## src/rtl/duck_target_sequencer.sv

```systemverilog
// duck_target_sequencer: sole bus initiator for the game RAM. Waits for the
// game-active word, lights a pseudo-random target LED, polls its
// phototransistor until a hit or a timeout, turns the LED off, publishes the
// running score, then rests for a gap before the next target.
module duck_target_sequencer #(
  parameter int unsigned DATA_WIDTH     = 32,
  parameter int unsigned ADDRESS_WIDTH  = 12,
  parameter int unsigned TIMEOUT_CYCLES = 50000000,
  parameter int unsigned GAP_CYCLES     = 25000000,
  parameter logic [15:0] LFSR_SEED      = 16'hACE1
) (
  input  logic                     clk,
  input  logic                     reset,
  input  logic                     en,
  output logic                     mem_wEn,
  output logic [ADDRESS_WIDTH-1:0] mem_addr,
  output logic [DATA_WIDTH-1:0]    mem_dataIn,
  input  logic [DATA_WIDTH-1:0]    mem_dataOut,
  output logic [15:0]              score,
  output logic [15:0]              misses,
  output logic [3:0]               active_target,
  output logic                     busy
);

  localparam logic [ADDRESS_WIDTH-1:0] GAME_ADDR  = ADDRESS_WIDTH'(5);
  localparam logic [ADDRESS_WIDTH-1:0] SCORE_ADDR = ADDRESS_WIDTH'(6);
  localparam logic [ADDRESS_WIDTH-1:0] LED_BASE   = ADDRESS_WIDTH'(10);
  localparam logic [31:0]              TIMEOUT_LAST = 32'(TIMEOUT_CYCLES - 1);
  localparam logic [31:0]              GAP_LAST     = 32'(GAP_CYCLES - 1);

  typedef enum logic [3:0] {
    S_IDLE,
    S_IDLE_WAIT,
    S_PICK,
    S_LED_ON,
    S_POLL,
    S_POLL_WAIT,
    S_LED_OFF,
    S_SCORE_WR,
    S_GAP
  } state_t;

  state_t state;
  state_t next_state;

  logic [15:0]              lfsr;
  logic                     lfsr_fb;
  logic [1:0]               idx;
  logic [31:0]              tcnt;
  logic [31:0]              gcnt;
  logic                     game_prev;
  logic                     rd_bit;
  logic                     timed_out;
  logic [ADDRESS_WIDTH-1:0] led_addr;
  logic [ADDRESS_WIDTH-1:0] pt_addr;
  logic                     wen;
  logic [ADDRESS_WIDTH-1:0] addr;
  logic [DATA_WIDTH-1:0]    din;
  logic                     unused_data;

  // Only bit 0 of any word this block reads carries meaning.
  assign rd_bit      = mem_dataOut[0];
  assign unused_data = ^mem_dataOut[DATA_WIDTH-1:1];

  assign lfsr_fb   = lfsr[15] ^ lfsr[13] ^ lfsr[12] ^ lfsr[10];
  assign timed_out = (tcnt >= TIMEOUT_LAST);
  assign led_addr  = LED_BASE + ADDRESS_WIDTH'({idx, 1'b0});
  assign pt_addr   = led_addr + ADDRESS_WIDTH'(1);

  // State register.
  always_ff @(posedge clk or posedge reset) begin
    if (reset) begin
      state <= S_IDLE;
    end else begin
      state <= next_state;
    end
  end

  // Next-state and bus-request decode; *_WAIT states hold the read address.
  always_comb begin
    next_state = state;
    wen        = 1'b0;
    addr       = '0;
    din        = '0;
    case (state)
      S_IDLE: begin
        if (en) begin
          addr       = GAME_ADDR;
          next_state = S_IDLE_WAIT;
        end
      end
      S_IDLE_WAIT: begin
        addr = GAME_ADDR;
        if (en && rd_bit) begin
          next_state = S_PICK;
        end else begin
          next_state = S_IDLE;
        end
      end
      S_PICK: begin
        next_state = S_LED_ON;
      end
      S_LED_ON: begin
        wen        = 1'b1;
        addr       = led_addr;
        din        = DATA_WIDTH'(1);
        next_state = S_POLL;
      end
      S_POLL: begin
        addr       = pt_addr;
        next_state = S_POLL_WAIT;
      end
      S_POLL_WAIT: begin
        addr = pt_addr;
        if (rd_bit || timed_out) begin
          next_state = S_LED_OFF;
        end else begin
          next_state = S_POLL;
        end
      end
      S_LED_OFF: begin
        wen        = 1'b1;
        addr       = led_addr;
        next_state = S_SCORE_WR;
      end
      S_SCORE_WR: begin
        wen        = 1'b1;
        addr       = SCORE_ADDR;
        din        = DATA_WIDTH'(score);
        next_state = S_GAP;
      end
      S_GAP: begin
        if (!en || (gcnt >= GAP_LAST)) begin
          next_state = S_IDLE;
        end
      end
      default: begin
        next_state = S_IDLE;
      end
    endcase
  end

  // Bus outputs are forced low for the whole time reset is asserted, not
  // just from the next edge, so a write in flight is cut off at once.
  assign mem_wEn    = reset ? 1'b0 : wen;
  assign mem_addr   = reset ? '0 : addr;
  assign mem_dataIn = reset ? '0 : din;
  assign busy       = (state != S_IDLE) && (state != S_IDLE_WAIT);

  // Target selection, timers, game-edge detection and saturating counters.
  always_ff @(posedge clk or posedge reset) begin
    if (reset) begin
      lfsr          <= LFSR_SEED;
      idx           <= '0;
      tcnt          <= '0;
      gcnt          <= '0;
      game_prev     <= 1'b0;
      score         <= '0;
      misses        <= '0;
      active_target <= '0;
    end else begin
      lfsr <= {lfsr[14:0], lfsr_fb};
      case (state)
        S_IDLE_WAIT: begin
          if (en) begin
            game_prev <= rd_bit;
            if (rd_bit && !game_prev) begin
              score  <= '0;
              misses <= '0;
            end
          end
        end
        S_PICK: begin
          idx           <= lfsr[1:0];
          active_target <= 4'b0001 << lfsr[1:0];
          tcnt          <= '0;
        end
        S_LED_ON, S_POLL: begin
          tcnt <= tcnt + 32'd1;
        end
        S_POLL_WAIT: begin
          tcnt <= tcnt + 32'd1;
          // A hit seen on the final poll still counts as a hit.
          if (rd_bit) begin
            if (score != '1) score <= score + 16'd1;
          end else if (timed_out) begin
            if (misses != '1) misses <= misses + 16'd1;
          end
        end
        S_LED_OFF: begin
          active_target <= '0;
        end
        S_SCORE_WR: begin
          gcnt <= '0;
        end
        S_GAP: begin
          gcnt <= gcnt + 32'd1;
        end
        default: begin
        end
      endcase
    end
  end

endmodule
```

## config.mk

```make
export PLATFORM = sky130hd
export DESIGN_NAME = duck_target_sequencer
export DESIGN_NICKNAME = d
export VERILOG_FILES = /design/src/rtl/duck_target_sequencer.sv
export SDC_FILE = /design/constraint.sdc
export NUM_CORES = 1
export LEC_CHECK = 0
export BUFFER_PORTS_ARGS = -buffer_cell sky130_fd_sc_hd__buf_4
export CORE_MARGIN = 4
export CORE_UTILIZATION = 35
export DETAILED_ROUTE_END_ITERATION = 10
export HOLD_SLACK_MARGIN = 0.12
export PLACE_DENSITY = 0.63
export SYNTH_ARGS = -nofsm -noshare
export SYNTH_HDL_FRONTEND = slang
export SYNTH_SLANG_ARGS = --single-unit
```

## constraint.sdc

```tcl
create_clock -name clk -period 8.9 [get_ports clk]
set_clock_uncertainty 0.15 [all_clocks]
set_input_delay 2.67 -clock clk [delete_from_list [all_inputs] [get_ports clk]]
set_output_delay 2.67 -clock clk [all_outputs]
set_load 0.03 [all_outputs]
```

; ---- Yosys cells after proc, flatten, opt, wreduce, memory -nomap -nowiden
; Cells that the tools add are included.
[word_totals]
output_inout_bits = 82
in_bits = 35
wordCells = 86
register_bits = 123
[op_classes]
mux = 24
n_eq_ne = 20
add_sub_neg = 6
n_lt_le_gt_ge = 2
n_reduce_logical = 21
n_bitwise = 3
shift = 1
[op_table]
columns = operator, n
row1 = $pmux W32 S2, 2
row2 = $mux W16, 7
row3 = $pmux W16 S2, 3
row4 = $add A32 B1 Y32 const B, 2
row5 = $pmux W4 S9, 1
row6 = $add A16 B1 Y16 const B, 2
row7 = $ge A32 B25 Y1 const B, 1
row8 = $ge A32 B26 Y1 const B, 1
row9 = $mux W32, 1
row10 = $ne A16 B16 Y1 const B, 2
row11 = $pmux W6 S5, 1
row12 = $ne A2 B2 Y1 const B, 9
row13 = $eq A4 B3 Y1 const B, 4
row14 = $mux W12, 1
row15 = $eq A4 B2 Y1 const B, 2
row16 = $mux W4, 2
row17 = $pmux W4 S2, 1
row18 = $reduce_bool A2 Y1, 4
row19 = $add A5 B1 Y6 const B, 1
row20 = $reduce_and A6 Y1, 1
row21 = $reduce_or A3 Y1, 2
row22 = $add A4 B3 Y5 const A, 1
row23 = $reduce_and A5 Y1, 1
row24 = $eq A4 B1 Y1 const B, 1
row25 = other kinds (14), 24

; ---- Depth between registers and ports, before layout
; Gate-level depths: netlist of run 1.
[logic_depth]
word_depth = 5
ltp_mapped = 9

; ---- Worst setup path after synthesis of run 1
; No wires, ideal clock.
[synth_path]
path_type = in2out
start = input reset
end = output mem_addr[4]
arrival_ns = 6.691
setup_slack_ns = -0.611
n_path_buf = 0
stages = 3
cell_sequence = inv_1 nand2_1 nor3b_1
[synth_via]
elab_chain_len = 1
[synth_rtl]
columns = item, line
row1 = from (decl), 13  ; input logic reset,
row2 = $mux W12, 146  ; assign mem_addr = reset ? '0 : addr;
row3 = to (decl), 16  ; output logic [ADDRESS_WIDTH-1:0] mem_addr,
; Every way passes these cells.

; ---- Worst setup path in the final report of run 1
[layout_path]
start = input reset
end = output mem_dataIn[15]
[layout_via]
elab_chain_len = 1
[layout_rtl]
columns = item, line
row1 = $mux W32, 147  ; assign mem_dataIn = reset ? '0 : din;
row2 = to (decl), 17  ; output logic [DATA_WIDTH-1:0] mem_dataIn,
; Every way passes these cells.

==> out/qor.yml, run 1 <==
outcome: "complete, no violations"
crit_chain: "buf_4, nor2_1, and2_1, buf_4"
vias: 4874
critPathLaunchType: "input pin"
crit_path_end_kind: "output pin"
clock.fmax_mhz: 153
routed_wl_um: 13500
first_global_vias: 4691
wl_met2_um: 6280
cap_violations: 0
final_util_pct: 42.8
cts_tree: "yes"
antenna_cells: 0
die_area_mm2: 0.0200
core-area_mm2: 0.0174
rsz0062_at_grt: "no"
postCtsSetupRepairBufs: 0
initial_core_util_pct: 35.8
crit_type: "input pin to output pin"
dieHeight_um: 141
r2r_cells: 6
synth_top_cells_by_area: "dfrtp_1 (46%), nand2_1 (6.5%), mux2i_1 (5.5%), nand3_1 (4.3%), dfstp_2 (3.4%)"
grt_pass1_wl_um: 23000
drtIter0Drc: 249
final_layout_size_suffix_gt1_share_pct: 16.1
ys.flop_type: "dfrtp_1"
drtPass1Iterations: 6
overflow: 0
cts.clk_slew.worst_paths_ps: 70
async_flop_share_pct: 100
clkLatencyLatePin_ps: 420
critPathMaxStageDelay_ps: 520
synth.largest_area_cell: "dfrtp_1"
ys_ff_latch: 123
setup_viol: 0
cp_slowest_cell: "nor2_1"
dp_hpwl_um: 9180
fillCellCount: 1686
clkSinkCount: 123
ctsRootBufferMaster: "clkbuf_16"
m1WireLength_um: 6330
p_leak_nw: 3.41
ctsHoldBuffers: 0
drc_errors: 0
grt_max_degree: 71
drt-wirelength-per-cell_um: 14.1
fin_area_mm2: 0.00743
synth_cell_types: 58
antenna_found_initial: 0
max_slew_margin_pct: 24.4
yosysSeqAreaShare_pct: 49.7
routed.top_layer: "met4"
worst_pin_slew_ps: 1120
fin_nets: 760
rows: 48
yosys_warnings: 0
numCtsBuffers: 17
crit_top_cell: "buf_4"
post-route-period-util_pct: 73.2
synth_edf_count: 0
crit_start: "reset"
synthCells: 655
arrival_ps: 3700
io_buffers: 62
hold_viol: 0
synth_area_mm2: 0.00622
rrSetupSlack_ps: 5920
synthDominantCellAreaShare_pct: 46.3
postRouteAntennaNets: 0
htree_levels: 4
period_needed_ps: 6520
p_per_area_mw_per_mm2: 227
die_w_um: 141
grtUsageTotal_pct: 13.9
cts_max_path_buffers: 2
cp_max_fo: 15
fin_tns_setup_ps: 0
area_delta_synth_final_pct: 19.5
timing.rr.start: "state[0]"
worst-endpoint-required_ps: 6080
drv_slew: 0
place_congestion: 0.784
r2r-end: "gcnt[28]"
dpl-instance-area_mm2: 0.00684
route.met3.wl_um: 725
power.total_mw: 1.68
ir_drop_mv: 0.162
ctsResizeCount: 0
endpoint: "mem_dataIn[15]"
whs_ps: 201
avgSynthCellArea_um2: 9.49
pin_count: 117
vias_per_cell: 5.09
min_path_type: "register to register"
[worst min-delay path by stage]
stage,start,to,slack [ps],depth (start not counted)
finish,lfsr[3],lfsr[4],200,0
global route,lfsr[2],lfsr[3],210,0
CTS,lfsr[3],lfsr[4],200,0
detailed placement,lfsr[3],lfsr[4],190,0
global placement,lfsr[14],lfsr[15],180,0
floorplan,lfsr[2],lfsr[3],180,0
[cells in the final DEF, fill, tap and decap left out, drive strengths merged, types with 4 or more instances in the layout]
| cell | n |
|---|---|
| a21oi | 5 |
| and2 | 20 |
| and3 | 13 |
| and4 | 5 |
| buf | 68 |
| clkbuf | 17 |
| conb | 23 |
| dfrtp | 115 |
| dfstp | 8 |
| ha | 5 |
| inv | 20 |
| mux2i | 34 |
| nand2 | 107 |
| nand2b | 5 |
| nand3 | 54 |
| nand4 | 20 |
| nor2 | 43 |
| nor3 | 22 |
| nor4 | 13 |
| o211ai | 10 |
| o21ai | 39 |
| o31ai | 11 |
| or3 | 6 |
| xnor2 | 20 |
| xor2 | 4 |
[cells in the mapped netlist, types with 2 or more instances]
cell and n:
dfrtp_1 115, nand2_1 107, nand3_1 54, nor2_1 43, o21ai_0 39, mux2i_1 34
buf_4 24, nor3_1 22, and2_1 20, nand4_1 20, xnor2_1 20, clkbuf_1 14
and3_1 13, nor4_1 11, o31ai_1 11, o211ai_1 10, dfstp_2 8, inv_1 8
or3_1 6, a21oi_1 5, and4_1 5, buf_2 5, ha_1 5, nand2b_1 5
xor2_1 4, a21o_1 3, o22ai_1 3, o41ai_1 3, a211o_1 2, a22o_1 2
a31oi_1 2, nand4b_1 2, nor2b_1 2, nor3b_1 2, or4_1 2, or4b_2 2
[layout make-up]
type                    instances  area, um^2  area share [%]
flip-flops and latches        123        3090            41.6
multi-input cells             501        2920            39.3
repair buffers                 68         510            6.87
clock buffers                  17         425            5.73
well taps                     225         282            3.79
clock inverters                15         164            2.21
inverters                       9        37.5           0.505
[layer usage]
metal,global-route usage (%),vias to the layer above
met5,0,-
met4,4.13,0
met3,4.55,15
met2,21.7,76
met1,18.5,2353
li1,-,2430
[kinds of logic (layout without fill, tap and decap cells)]
family | after synthesis | in the layout | share of synthesized area, %
AO/OA/AOI/OAI | 88 | 88 | 9.04
XOR/XNOR | 24 | 24 | 3.38
adder cells (fa/ha/maj) | 6 | 6 | 1.17
buffers and inverters | 53 | 109 | 4.75
flip-flops | 123 | 123 | 49.7
multiplexers | 34 | 34 | 5.48
other | 1 | 23 | 0.0603
AND/OR/NAND/NOR | 326 | 326 | 26.4
[stage by stage]
step	worst slack [ps]	cells
2_1_floorplan	864	677
4_1_cts	2310	958
6_report	2380	958
5_1_grt	2120	958
3_3_place_gp	2310	926
3_5_place_dp	2310	926
[critical path, delay by kind of cell]
kind | cells | cell delay, ps
buf+inv | 2 | 280
simple gates | 2 | 740
[where the power goes]
| part | switching (mW) | total [mW] | internal, mW |
|---|---|---|---|
| sequential | 0.0748 | 0.678 | 0.603 |
| clock | 0.304 | 0.683 | 0.379 |
| combinational | 0.215 | 0.323 | 0.108 |
| total | 0.594 | 1.68 | 1.09 |
[flip-flops by register name, indices dropped and copies added, names as in the netlist]
name	flops
tcnt	32
lfsr	16
misses	16
score	16
active_target	4
idx	2
state	4
game_prev	1
gcnt	32
Note: power is estimated with default switching activity, not from simulation.
==> inputs of run 2 (changes only) <==
Clock period 8.9 ns to 5.2 ns, I/O delays scaled along.
==> run 2 against run 1 <==
Register-to-register slack worse by 3600 ps. Utilization about the same. Routed wire length down 0.59%. Hold slack worse by 0.84 ps. Cell count unchanged. Die area unchanged. Worst setup slack worse by 1800 ps. Sequential share of layout area about the same. Global-route usage down 0.085 points. Via count down 0.62%. Critical endpoint unchanged.
==> out/qor.yml, run 2 (synthesis gave the netlist of run 1 again) <==
critPathLaunchType: "register"  # was input pin
min_path_type: "register to register"  # unchanged
drt-wirelength-per-cell_um: 14.0  # was 14.1 um
p_int_mw: 1.95  # was 1.09 mW
dp_hpwl_um: 9120  # was 9180 um
whs_path_depth: 0  # unchanged
post-route-period-util_pct: 88.1
drtIter0Drc: 344  # was 249
min_to: "lfsr[9]"  # was lfsr[4]
whs_ps: 200  # was 201 ps
final-instance-count-excl-fill: 958  # unchanged
worst-endpoint-required_ps: 3490  # was 6080 ps
drtPass1Iterations: 5  # was 6
rows: 48  # unchanged
grt_pass1_wl_um: 22500  # was 23000 um
place_congestion: 0.775  # was 0.784
dieHeight_um: 141  # unchanged
setup_ws_ps: 616  # was 2380 ps
area_delta_synth_final_pct: 19.6  # was 19.5%
cts_tree: "yes"  # unchanged
hold_viol: 0  # unchanged
drc_errors: 0  # unchanged
reg.largest.list: "gcnt: 32 flops, tcnt: 32 flops"  # unchanged
vias: 4844  # was 4874
postRouteAntennaNets: 0  # unchanged
final_util_pct: 42.8  # about the same
period_needed_ps: 4580
grtUsageTotal_pct: 13.8  # was 13.9%
antenna_cells: 0  # unchanged
worst_pin_slew_ps: 1120  # about the same
antenna_found_initial: 0  # unchanged
route.met3.wl_um: 463  # was 725 um
fin_nets: 760  # unchanged
max_slew_margin_pct: 24.8  # was 24.4%
p_leak_nw: 3.40  # was 3.41 nW
rrSetupSlack_ps: 2280  # was 5920 ps
clock.fmax_mhz: 218
fin_area_mm2: 0.00743  # about the same
p_per_area_mw_per_mm2: 389  # was 227 mW/mm^2
dp_cells: 926  # unchanged
dpl-instance-area_mm2: 0.00684  # unchanged
p_comb_share_pct: 19.3  # was 19.2%
final_cell_mix: "dfrtp_1 (115), nand2_1 (107), buf_4 (68), nand3_1 (54), nor2_1 (43)"  # unchanged
cap_violations: 0  # unchanged
layout_commonest_cell: "dfrtp_1"  # unchanged
overflow: 0  # unchanged
ctsHoldBuffers: 0  # unchanged
min_from: "lfsr[8]"  # was lfsr[3]
grt_max_degree: 58  # was 71
routed.top_layer: "met4"  # unchanged
cts_max_path_buffers: 2  # unchanged
power.total_mw: 2.89  # was 1.68 mW
r2r-end: "misses[7]"  # was gcnt[28]
cp_max_fo: 15  # unchanged
routed_wl_um: 13400  # was 13500 um
wl_met2_um: 6470  # was 6280 um
io_buffers: 62  # unchanged
switching_share_pct: 32.5  # was 35.3%
cts.clk_slew.worst_paths_ps: 60  # was 70 ps
die_area_mm2: 0.0200  # unchanged
ir_drop_mv: 0.279  # was 0.162 mV
power_frac_seq_pct: 40.2  # about the same
clkLatencyLatePin_ps: 420  # about the same
core-area_mm2: 0.0174  # unchanged
crit_type: "register to output pin"  # was input pin to output pin
initial_core_util_pct: 35.8  # unchanged
rsz0062_at_grt: "no"  # unchanged
postCtsSetupRepairBufs: 0  # unchanged
pin_count: 117  # unchanged
fin_tns_setup_ps: 0  # unchanged
p_sw_uw: 940  # was 594 uW
drv_slew: 0  # unchanged
numCtsBuffers: 17  # unchanged
ctsRootBufferMaster: "clkbuf_16"  # unchanged
setup_viol: 0  # unchanged
vias_per_cell: 5.06  # was 5.09
timing.rr.start: "state[2]"  # was state[0]
crit_path_end_kind: "output pin"  # unchanged
ctsResizeCount: 0  # unchanged
r2r_cells: 6  # unchanged
die_w_um: 141  # unchanged
htree_levels: 4  # unchanged
m1WireLength_um: 6280  # was 6330 um
first_global_vias: 4546  # was 4691
clockPowerShare_pct: 40.5  # about the same
arrival_ps: 2870  # was 3700 ps
fillCellCount: 1679  # was 1686
dp_slack_ps: 791  # was 2310 ps
outcome: "complete, no violations"  # unchanged
final_layout_size_suffix_gt1_share_pct: 16.1  # unchanged
clkSinkCount: 123  # unchanged
==> run 2: final cells by class <==
cell class,instances,area (um^2),area share (%)
tap,225,282,3.79
sequential,123,3090,41.5
multi-input combinational,501,2920,39.3
timing repair buffer,68,510,6.87
clock buffer,19,453,6.09
inverter,9,37.5,0.505
clock inverter,13,144,1.94
==> run 2: critical path: stages, from the launching register on <==
cell      delay (ps)
dfrtp_1          580
clkinv_1         350
or3_1            540
nor2_1           580
and2_1           230
buf_4            160
==> run 2: worst max path at each step <==
stage,start,end,slack [ps],cells after the start
after floorplan,reset,mem_addr[0],-590,3
after global placement,reset,mem_dataIn[15],820,4
after detailed placement,reset,mem_dataIn[15],790,4
after CTS,state[2],mem_dataIn[15],560,5
after global routing,state[2],mem_dataIn[14],310,5
final,state[2],mem_dataIn[15],620,5
==> run 2: per-layer routing <==
layer  up-vias  global-route usage [%]
li1       2434                       -
met1      2329                    18.2
met2        70                    21.9
met3        11                    4.38
met4         0                    4.33
met5         -                       0
==> run 2: power groups by stage <==
stage | registers, mW | logic [mW] | clock network [mW]
finish | 1.16 | 0.559 | 1.17
global route | 1.18 | 0.615 | 1.25
CTS | 1.16 | 0.567 | 1.20
detailed placement | 1.18 | 0.563 | 0
global placement | 1.18 | 0.556 | 0
floorplan | 1.21 | 0.350 | 0
==> inputs of run 3 (changes only) <==
Settings changed: PLACE_DENSITY 0.63 to 0.53.
==> run 3 against run 2 <==
Global-route usage up 0.46 points. Flip-flop and latch count did not move. Power increased by 4.9%. Sequential power hardly changed. Routed wire length is 3.4% higher. Cell count unchanged. Critical endpoint is now mem_dataIn[3]. Highest routed layer unchanged.
==> out/qor.yml, run 3 (synthesis gave the netlist of run 1 again) <==
outcome: "complete, no violations"  # unchanged
final_util_pct: 43.2  # was 42.8%
cp_max_fo: 15  # unchanged
grtUsageTotal_pct: 14.3  # was 13.8%
fillCellCount: 1670  # was 1679
dpl-instance-area_mm2: 0.00684  # unchanged
postCtsSetupRepairBufs: 0  # unchanged
crit_path_end_kind: "output pin"  # unchanged
cts_max_path_buffers: 2  # unchanged
antenna_cells: 0  # unchanged
cts_tree: "yes"  # unchanged
p_int_mw: 2.08  # was 1.95 mW
drt-wirelength-per-cell_um: 14.5  # was 14.0 um
numCtsBuffers: 17  # unchanged
clkLatencyLatePin_ps: 410  # was 420 ps
drtIter0Drc: 329  # was 344
drc_errors: 0  # unchanged
io_buffers: 62  # unchanged
clockPowerShare_pct: 43.3  # was 40.5%
overflow: 0  # unchanged
ctsResizeCount: 0  # unchanged
p_leak_nw: 3.44  # was 3.40 nW
vias: 4886  # was 4844
period_needed_ps: 4630  # was 4580 ps
clkSinkCount: 123  # unchanged
power.total_mw: 3.03  # was 2.89 mW
vias_per_cell: 5.10  # was 5.06
crit_type: "register to output pin"  # unchanged
die_area_mm2: 0.0200  # unchanged
antenna_found_initial: 0  # unchanged
p_comb_share_pct: 18.4  # was 19.3%
grt_pass1_wl_um: 23400  # was 22500 um
fin_area_mm2: 0.00750  # was 0.00743 mm^2
place_congestion: 0.756  # was 0.775
r2r_cells: 5  # was 6
drtPass1Iterations: 4  # was 5
core-area_mm2: 0.0174  # unchanged
min_path_type: "register to register"  # unchanged
use_met2_pct: 23.3  # was 21.9%
final-instance-count-excl-fill: 958  # unchanged
max_slew_margin_pct: 18.1  # was 24.8%
fin_nets: 760  # unchanged
dieHeight_um: 141  # unchanged
die_w_um: 141  # unchanged
power_frac_seq_pct: 38.3  # was 40.2%
cap_violations: 0  # unchanged
grt_util_met1_pct: 18.8  # was 18.2%
ctsHoldBuffers: 0  # unchanged
p_per_area_mw_per_mm2: 404  # was 389 mW/mm^2
hold_viol: 0  # unchanged
final_layout_size_suffix_gt1_share_pct: 16.1  # unchanged
htree_levels: 4  # unchanged
ir_drop_mv: 0.222  # was 0.279 mV
reg.largest.list: "gcnt: 32 flops, tcnt: 32 flops"  # unchanged
critPathLaunchType: "register"  # unchanged
layout_commonest_cell: "dfrtp_1"  # unchanged
whs_ps: 203  # was 200 ps
p_sw_uw: 952  # was 940 uW
ctsRootBufferMaster: "clkbuf_16"  # unchanged
first_global_vias: 4681  # was 4546
arrival_ps: 2920  # was 2870 ps
initial_core_util_pct: 35.8  # unchanged
globalRouteMet3Util_pct: 3.88  # was 4.38%
worst-endpoint-required_ps: 3490  # about the same
dp_cells: 926  # unchanged
dp_hpwl_um: 9630  # was 9120 um
worst_pin_slew_ps: 1220  # was 1120 ps
whs_path_depth: 0  # unchanged
setup_viol: 0  # unchanged
pin_count: 117  # unchanged
grt_max_degree: 74  # was 58
cts.clk_slew.worst_paths_ps: 60  # about the same
switching_share_pct: 31.4  # was 32.5%
area_delta_synth_final_pct: 20.6  # was 19.6%
busiest_layer: "met2"  # unchanged
routed_wl_um: 13900  # was 13400 um
final_cell_mix: "dfrtp_1 (115), nand2_1 (107), buf_4 (68), nand3_1 (54), nor2_1 (43)"  # unchanged
postRouteAntennaNets: 0  # unchanged
rsz0062_at_grt: "no"  # unchanged
drv_slew: 0  # unchanged
rows: 48  # unchanged
post-route-period-util_pct: 89.0  # was 88.1%
clock.fmax_mhz: 216  # was 218 MHz
[run 3: changes by cell type in the layout (fill, tap and decap cells not counted), sizes merged]
cell / change
clkinvlp: -3
bufinv: +3
clkinv: -3
clkbuf: -2
inv: +5
[run 3: area by class of cell]
class / count / area, um^2 / area share (%)
sequential: 123 / 3090 / 41.2
multi-input combinational: 501 / 2920 / 39.0
timing repair buffer: 68 / 510 / 6.81
clock buffer: 17 / 425 / 5.68
tap: 225 / 282 / 3.76
clock inverter: 15 / 233 / 3.10
inverter: 9 / 37.5 / 0.501
[run 3: final timing paths]
| kind | slack [ps] | from | endpoint |
|---|---|---|---|
| setup / recovery | 570 | state[2] | mem_dataIn[3] |
| hold / removal | 200 | lfsr[4] | lfsr[5] |
| setup reg to reg | 2210 | state[2] | tcnt[31] |
| hold reg to reg | 200 | lfsr[4] | lfsr[5] |
| max in group asynchronous | 2250 | reset | tcnt[23] |
| min in group asynchronous | 1280 | reset | gcnt[3] |
[run 3: per-stage QoR]
stage | setup TNS, ps | worst slack, ps
after floorplan | -4100 | -587
after global placement | 0 | 820
after detailed placement | 0 | 726
after CTS | 0 | 518
after global routing | 0 | 331
final | 0 | 574
[run 3: critical path, cell delays in order (launching register included)]
cell and delay (ps):
dfrtp_1 590, clkinv_1 350, or3_1 500, nor2_1 670, and2_1 230, buf_4 160
[run 3: power groups by stage]
stage               Sequential [mW]  Combinational (mW)  Clock (mW)
floorplan                      1.21               0.350           0
global placement               1.17               0.555           0
detailed placement             1.18               0.562           0
CTS                            1.16               0.564        1.35
global route                   1.18               0.610        1.39
finish                         1.16               0.557        1.31
[run 3: layer usage]
layer / share of wire, % / vias up
li1: - / 2437
met1: 46 / 2370
met2: 49 / 69
met3: 3.9 / 10
met4: 1.0 / 0
met5: 0 / -
